$ cat config.mk
export PLATFORM = sky130hd
export DESIGN_NAME = ipu_ctrl
export DESIGN_NICKNAME = d
export VERILOG_FILES = /design/src/rtl/ipu_ctrl.sv
export SDC_FILE = /design/constraint.sdc
export NUM_CORES = 1
export LEC_CHECK = 0
export CAP_MARGIN = 20
export CORE_MARGIN = 2
export CORE_UTILIZATION = 45
export CTS_CLUSTER_SIZE = 24
export DETAILED_ROUTE_END_ITERATION = 8
export GPL_ROUTABILITY_DRIVEN = 0
export GPL_TIMING_DRIVEN = 0
export PLACE_DENSITY = 0.66
export SLEW_MARGIN = 20
export SYNTH_ARGS = -nofsm -noshare
export SYNTH_HDL_FRONTEND = slang
export SYNTH_SLANG_ARGS = --single-unit
export TNS_END_PERCENT = 30
$ cat constraint.sdc
create_clock -name clk -period 2.44 [get_ports clk]
set_input_delay 0.244 -clock clk [delete_from_list [all_inputs] [get_ports clk]]
set_output_delay 0.244 -clock clk [all_outputs]
set_load 0.01 [all_outputs]
$ cat src/rtl/ipu_ctrl.sv
// Player input unit: synchronizes and debounces the place-mark button,
// latches the selected grid cell and raises a level interrupt until acked.
module ipu_ctrl #(
  parameter int DB_CNT = 50000,
  parameter int CNT_W  = 16
) (
  input  logic       clk,
  input  logic       rst,
  input  logic       btn,
  input  logic [3:0] sel,
  input  logic       int_ack,
  output logic       ipu_int,
  output logic [3:0] grid_coord,
  output logic       coord_err
);

  localparam logic [CNT_W-1:0] CNT_MAX = CNT_W'(DB_CNT - 1);

  typedef enum logic [1:0] {
    IDLE,
    DEBOUNCE,
    PENDING,
    RELEASE
  } state_t;

  state_t           state, state_n;
  logic [CNT_W-1:0] cnt, cnt_n;
  logic             int_n;
  logic [3:0]       coord_n;
  logic             err_n;

  logic             btn_m, btn_s;
  logic [3:0]       sel_m, sel_s;

  // Two-flop synchronizers for the raw asynchronous switch inputs
  always_ff @(posedge clk or posedge rst) begin
    if (rst) begin
      btn_m <= 1'b0;
      btn_s <= 1'b0;
      sel_m <= 4'd0;
      sel_s <= 4'd0;
    end else begin
      btn_m <= btn;
      btn_s <= btn_m;
      sel_m <= sel;
      sel_s <= sel_m;
    end
  end

  // State, counter and registered outputs
  always_ff @(posedge clk or posedge rst) begin
    if (rst) begin
      state      <= IDLE;
      cnt        <= '0;
      ipu_int    <= 1'b0;
      grid_coord <= 4'd0;
      coord_err  <= 1'b0;
    end else begin
      state      <= state_n;
      cnt        <= cnt_n;
      ipu_int    <= int_n;
      grid_coord <= coord_n;
      coord_err  <= err_n;
    end
  end

  // Next-state, counter and output decisions
  always_comb begin
    state_n = state;
    cnt_n   = cnt;
    int_n   = ipu_int;
    coord_n = grid_coord;
    err_n   = 1'b0;
    unique case (state)
      IDLE: begin
        if (btn_s) begin
          state_n = DEBOUNCE;
          cnt_n   = '0;
        end
      end
      DEBOUNCE: begin
        if (!btn_s) begin
          state_n = IDLE;
          cnt_n   = '0;
        end else if (cnt != CNT_MAX) begin
          cnt_n = cnt + 1'b1;
        end else if (sel_s <= 4'd8) begin
          coord_n = sel_s;
          int_n   = 1'b1;
          cnt_n   = '0;
          state_n = PENDING;
        end else begin
          err_n   = 1'b1;
          cnt_n   = '0;
          state_n = RELEASE;
        end
      end
      PENDING: begin
        if (int_ack) begin
          int_n   = 1'b0;
          cnt_n   = '0;
          state_n = RELEASE;
        end
      end
      RELEASE: begin
        if (btn_s) begin
          cnt_n = '0;
        end else if (cnt == CNT_MAX) begin
          cnt_n   = '0;
          state_n = IDLE;
        end else begin
          cnt_n = cnt + 1'b1;
        end
      end
      default: begin
        state_n = IDLE;
        cnt_n   = '0;
      end
    endcase
  end

endmodule

Yosys cells after proc, flatten, opt, wreduce, memory -nomap -nowiden
Index checks and enable logic that the tools add are counted.

word-level totals
  bits in registers = 34
  bits in latches = 0
  memory bits (writable) = 0
  memory bits (read-only) = 0
  output and inout bits = 6
  word-level logic and storage cells = 55
  memories kept = 0

operators by class
  $add $sub $neg = 1
  $mul = 0
  divide/modulo/power cells = 0
  $lt $le $gt $ge = 1
  eq/ne operators = 13
  shift operators = 0
  mux-type cells = 24
  bitwise logic cells = 1
  reduce and logical (&&, ||, !) cells = 6

operators by type and width
  cell                     number
  $mux W16                 6
  $pmux W16 S4             1
  $add A16 B1 Y16 const B  1
  $eq A16 B16 Y1 const B   1
  $ne A16 B16 Y1 const B   1
  $ne A2 B2 Y1 const B     7
  $mux W2                  6
  $reduce_and A5 Y1        2
  $mux W1                  9
  $pmux W2 S4              1
  $eq A2 B2 Y1 const B     2
  $le A4 B4 Y1 const B     1
  $reduce_and A4 Y1        1
  $ne A3 B3 Y1 const B     1
  $eq A2 B1 Y1 const B     1
  $logic_not A2 Y1         1
  $pmux W1 S2              1
  $reduce_and A2 Y1        1
  $reduce_bool A2 Y1       1
  $not A1 Y1               1

Logic depth before layout (Yosys ltp)
  depth after elaboration = 5
  depth in mapped cells = 6
  gate-level depth less buffers = 5

Worst setup path before layout
Ideal clock, no wire load.

  path type = register -> register
  start point = register cnt[7]
  end point = register cnt[9]
  library setup time = 0.118 ns
  arrival = 1.973 ns
  required time = 2.322 ns
  path slack = 0.349 ns
  cell stages (with the launch flop) = 7
  path buffers = 2
  period minus slack after synthesis = 2.091 ns
  path through = dfrtp_1 > buf_6 > or4b_4 > or4_4 > buf_6 > a31o_1 > a21o_1

between the ends
  word-level cells in the longest chain between the ends = 4
  elaborated cells between the ends (all ways) = 8

ends and longest elaborated chain
  item                                     line     source
  start, declared                          27       logic [CNT_W-1:0] cnt, cnt_n;
  start signal, assigned                   60       cnt <= cnt_n;
  $add A16 B1 Y16 (tied with other cells)  86, 112
  $mux W16, on equally long branches       108, 85
  $mux W16, on equally long branches       106, 82
  $pmux W16 S4 (*)                         74       unique case (state)

Every way passes the cells marked *; elsewhere a longest branch is shown, timed or not.
A chain may end at the register's enable or synchronous reset.

Worst setup path after layout
  start point = register cnt[11]
  end point = register cnt[9]

between the ends
  word-level cells in the longest chain between the ends = 4
  elaborated cells between the ends (all ways) = 7

ends and longest elaborated chain
  item                                                     line
  $eq A16 B16 Y1 / $ne A16 B16 Y1 (equally long branches)  108, 85
  $mux W16, on equally long branches                       108, 85
  $mux W16, on equally long branches                       106, 82
  $pmux W16 S4 (*)                                         74

Marked as above.

==> results_dict.tcl <==
set metrics [dict create \
    seqCellArea_um2 850.8 \
    post-route-drc-count 0 \
    p_int_w 0.0009003 \
    cts_root_buf "clkbuf_8" \
    cts_tree "yes" \
    post-route-period-util 0.9140 \
    timing.final.hold_violations 0 \
    crit_path_start_kind "flop" \
    synth_area_mm2 0.001673 \
    end_kind "flop" \
    grt_usage 0.2004 \
    viasPerCell 5.900 \
    pwr-share-clk 0.443 \
    core-area_mm2 0.003606 \
    clkTransAtPathRegs_ps 70 \
    rsz0062_at_grt "false" \
    syn_to_final_growth_pct 18.47 \
    crit_type "reg -> reg" \
    detail_route.wl_per_cell_um 15.59 \
    synth_ff_type "dfrtp_1" \
    fin_skew_ps 3.797 \
    synth_warnings 0 \
    power_density_mw_per_mm2 578.3 \
    multi_input_area_um2 744.5 \
    synth_edf_count 0 \
    use_met2 0.3247 \
    met1_usage 0.2539 \
    cp.required_ps 2620 \
    cts.sinks 34 \
    post-route-min-period_ps 2230 \
    dp_worst_setup_slack_ps 23.03 \
    synth_cells 162 \
    synth_nets 171 \
    ir_drop_uv 412.0 \
    fin_nets 191 \
    drt_iter0_markers 110 \
    power.switching_w 0.0002459 \
    async_flop_share 1.000 \
    arrival_ps 2410 \
    antenna_found_initial 0 \
    grt_busiest_layer "met2" \
    post-cts-setup-buffers 0 \
    maxSlewViolCount 0 \
    seqPwrFrac 0.509 \
    io_buffers 13 \
    holdBufCountCts 0 \
    power_switching_share 0.2146 \
    ios 14 \
    num_rows 22 \
    setup_ws_ps 209.8 \
    hpwl_mm 2.550 \
    vias 1363 \
    netlist.area_leader.share 0.5086 \
    antenna_cells 0 \
    grt_max_degree 35 \
    cts_max_path_buffers 2 \
    use_met3 0.05729 \
    yosys.cell_types.count 46 \
    synth_area_leaders "dfrtp_1 (51%), nand2_1 (3.8%), nand3_1 (3.3%)" \
    dieArea_mm2 0.004221 \
    synth.most_common_cell "dfrtp_1" \
    slew-limit-headroom 0.3868 \
    crit_path_max_fanout 8 \
    synth-seq-cells 34 \
    outcome "finished, final reports clean" \
    grt_pass1_vias 1337 \
    cts_buffers 5 \
    max_cap_violations 0 \
    nFillCells 345 \
    post_cts_resize_count 0 \
    finalSetupViolCount 0 \
    leakage_nw 0.8006 \
    die_h_um 64.97 \
    drive_gt1_frac 0.1421 \
    dieWidth_um 64.97 \
    htree_levels 2 \
    hold_path.class "reg -> reg" \
    drt-total-wl_mm 3.602 \
    fmax_ghz 0.4484 \
    worstSkewPairLatency_ps 280 \
    tightest_slew_ps 917.9 \
    combPwrFrac 0.048 \
    grt-ovfl-total 0 \
    grt_pass1_wl_mm 6.361 \
    drt.antenna.violating_nets 0 \
    synthTopCellsByCount "dfrtp_1 (34), nand2_1 (17), nand3_1 (11), inv_1 (9), o21ai_0 (7)" \
    avgSynthCellArea_um2 10.33 \
    first_pass_iters 4 \
    start_util 0.4639 \
    fin_tns_setup_ps 0 \
    synth_top_area_cell "dfrtp_1" \
    yosysSeqAreaShare 0.5086 \
    final_util 0.5496 \
]
cells by family after synthesis:
| family | count (synthesis) | share of synthesized area |
|---|---|---|
| and+or+nand+nor | 74 | 0.2700 |
| adders and majority gates | 1 | 0.007478 |
| buffers and inverters | 18 | 0.05161 |
| AOI/OAI and AO/OA | 27 | 0.1122 |
| DFF | 34 | 0.5086 |
| xor gates and xnor gates | 1 | 0.005237 |
| muxes | 7 | 0.04488 |
power groups by stage:
stage | sequential, W | clock [W] | combinational, W
6_report | 0.000584 | 0.000508 | 0.0000550
5_1_grt | 0.000584 | 0.000554 | 0.0000623
4_1_cts | 0.000584 | 0.000515 | 0.0000564
3_5_place_dp | 0.000594 | 0 | 0.0000563
3_3_place_gp | 0.000593 | 0 | 0.0000547
2_1_floorplan | 0.000592 | 0 | 0.0000330
flip-flops by register name, summed over array words and instances (netlist names), named ones only:
register and flops:
ipu_int 1, sel_m 4, cnt 16, state 1
coord_err 1, btn_m 1, grid_coord 4, sel_s 4
btn_s 1
layout by cell type (no fill, tap or decap), types with 3 or more instances in the layout:
| cell | synthesis | layout |
|---|---|---|
| nor3_1 | 3 | 3 |
| inv_1 | 9 | 8 |
| nor4_1 | 5 | 5 |
| o21ai_0 | 7 | 7 |
| o211ai_1 | 3 | 3 |
| dfrtp_1 | 34 | 34 |
| clkbuf_8 | 0 | 5 |
| clkbuf_1 | 6 | 7 |
| clkdlybuf4s50_1 | 0 | 13 |
| mux2_2 | 4 | 4 |
| or4_1 | 3 | 3 |
| nand2_1 | 17 | 17 |
| or2_2 | 4 | 4 |
| nand3_1 | 11 | 11 |
| nand3b_1 | 4 | 4 |
| mux2i_1 | 3 | 3 |
| a31oi_1 | 3 | 3 |
| or3_1 | 5 | 5 |
| nand4_1 | 5 | 5 |
worst max-delay path, cell delays in order, from the launching register on:
cell,delay [ps]
dfrtp_1,460
or4b_4,610
or4_4,540
buf_6,160
a31o_1,200
a21o_1,160
layer usage:
metal,share of wire,wire (µm)
met2,0.50,1783
met1,0.43,1548
met3,0.052,187
met5,0,0
met4,0.023,82
final timing paths:
path / start / endpoint / slack (ps) / depth (start not counted)
worst max-delay path: cnt[11] / cnt[9] / 210 / 5
worst min-delay path: sel_m[2] / sel_s[2] / 350 / 0
worst max register to register: cnt[11] / cnt[9] / 210 / 5
worst min register to register: sel_m[2] / sel_s[2] / 350 / 0
max in group asynchronous: rst / cnt[10] / 1630 / 2
min in group asynchronous: rst / cnt[0] / 380 / 2
stage by stage:
step                cell area (µm²)  total power, W  hold WS (ps)  cells
floorplan                      1673       0.0006246         275.4    162
global placement               1863       0.0006481         333.8    223
detailed placement             1863       0.0006506         339.7    223
CTS                            1973        0.001155         354.2    231
global route                   1982        0.001201         362.3    231
finish                         1982        0.001146         352.0    231
area by class of cell:
cell class	instances	share of cell area
sequential	34	0.4293
multi-input combinational	110	0.3756
timing repair buffer	13	0.06566
clock buffer	6	0.03662
tap	48	0.03030
buffer	9	0.02652
clock inverter	2	0.01894
inverter	9	0.01705
Note: power is estimated with default switching activity, not from simulation.
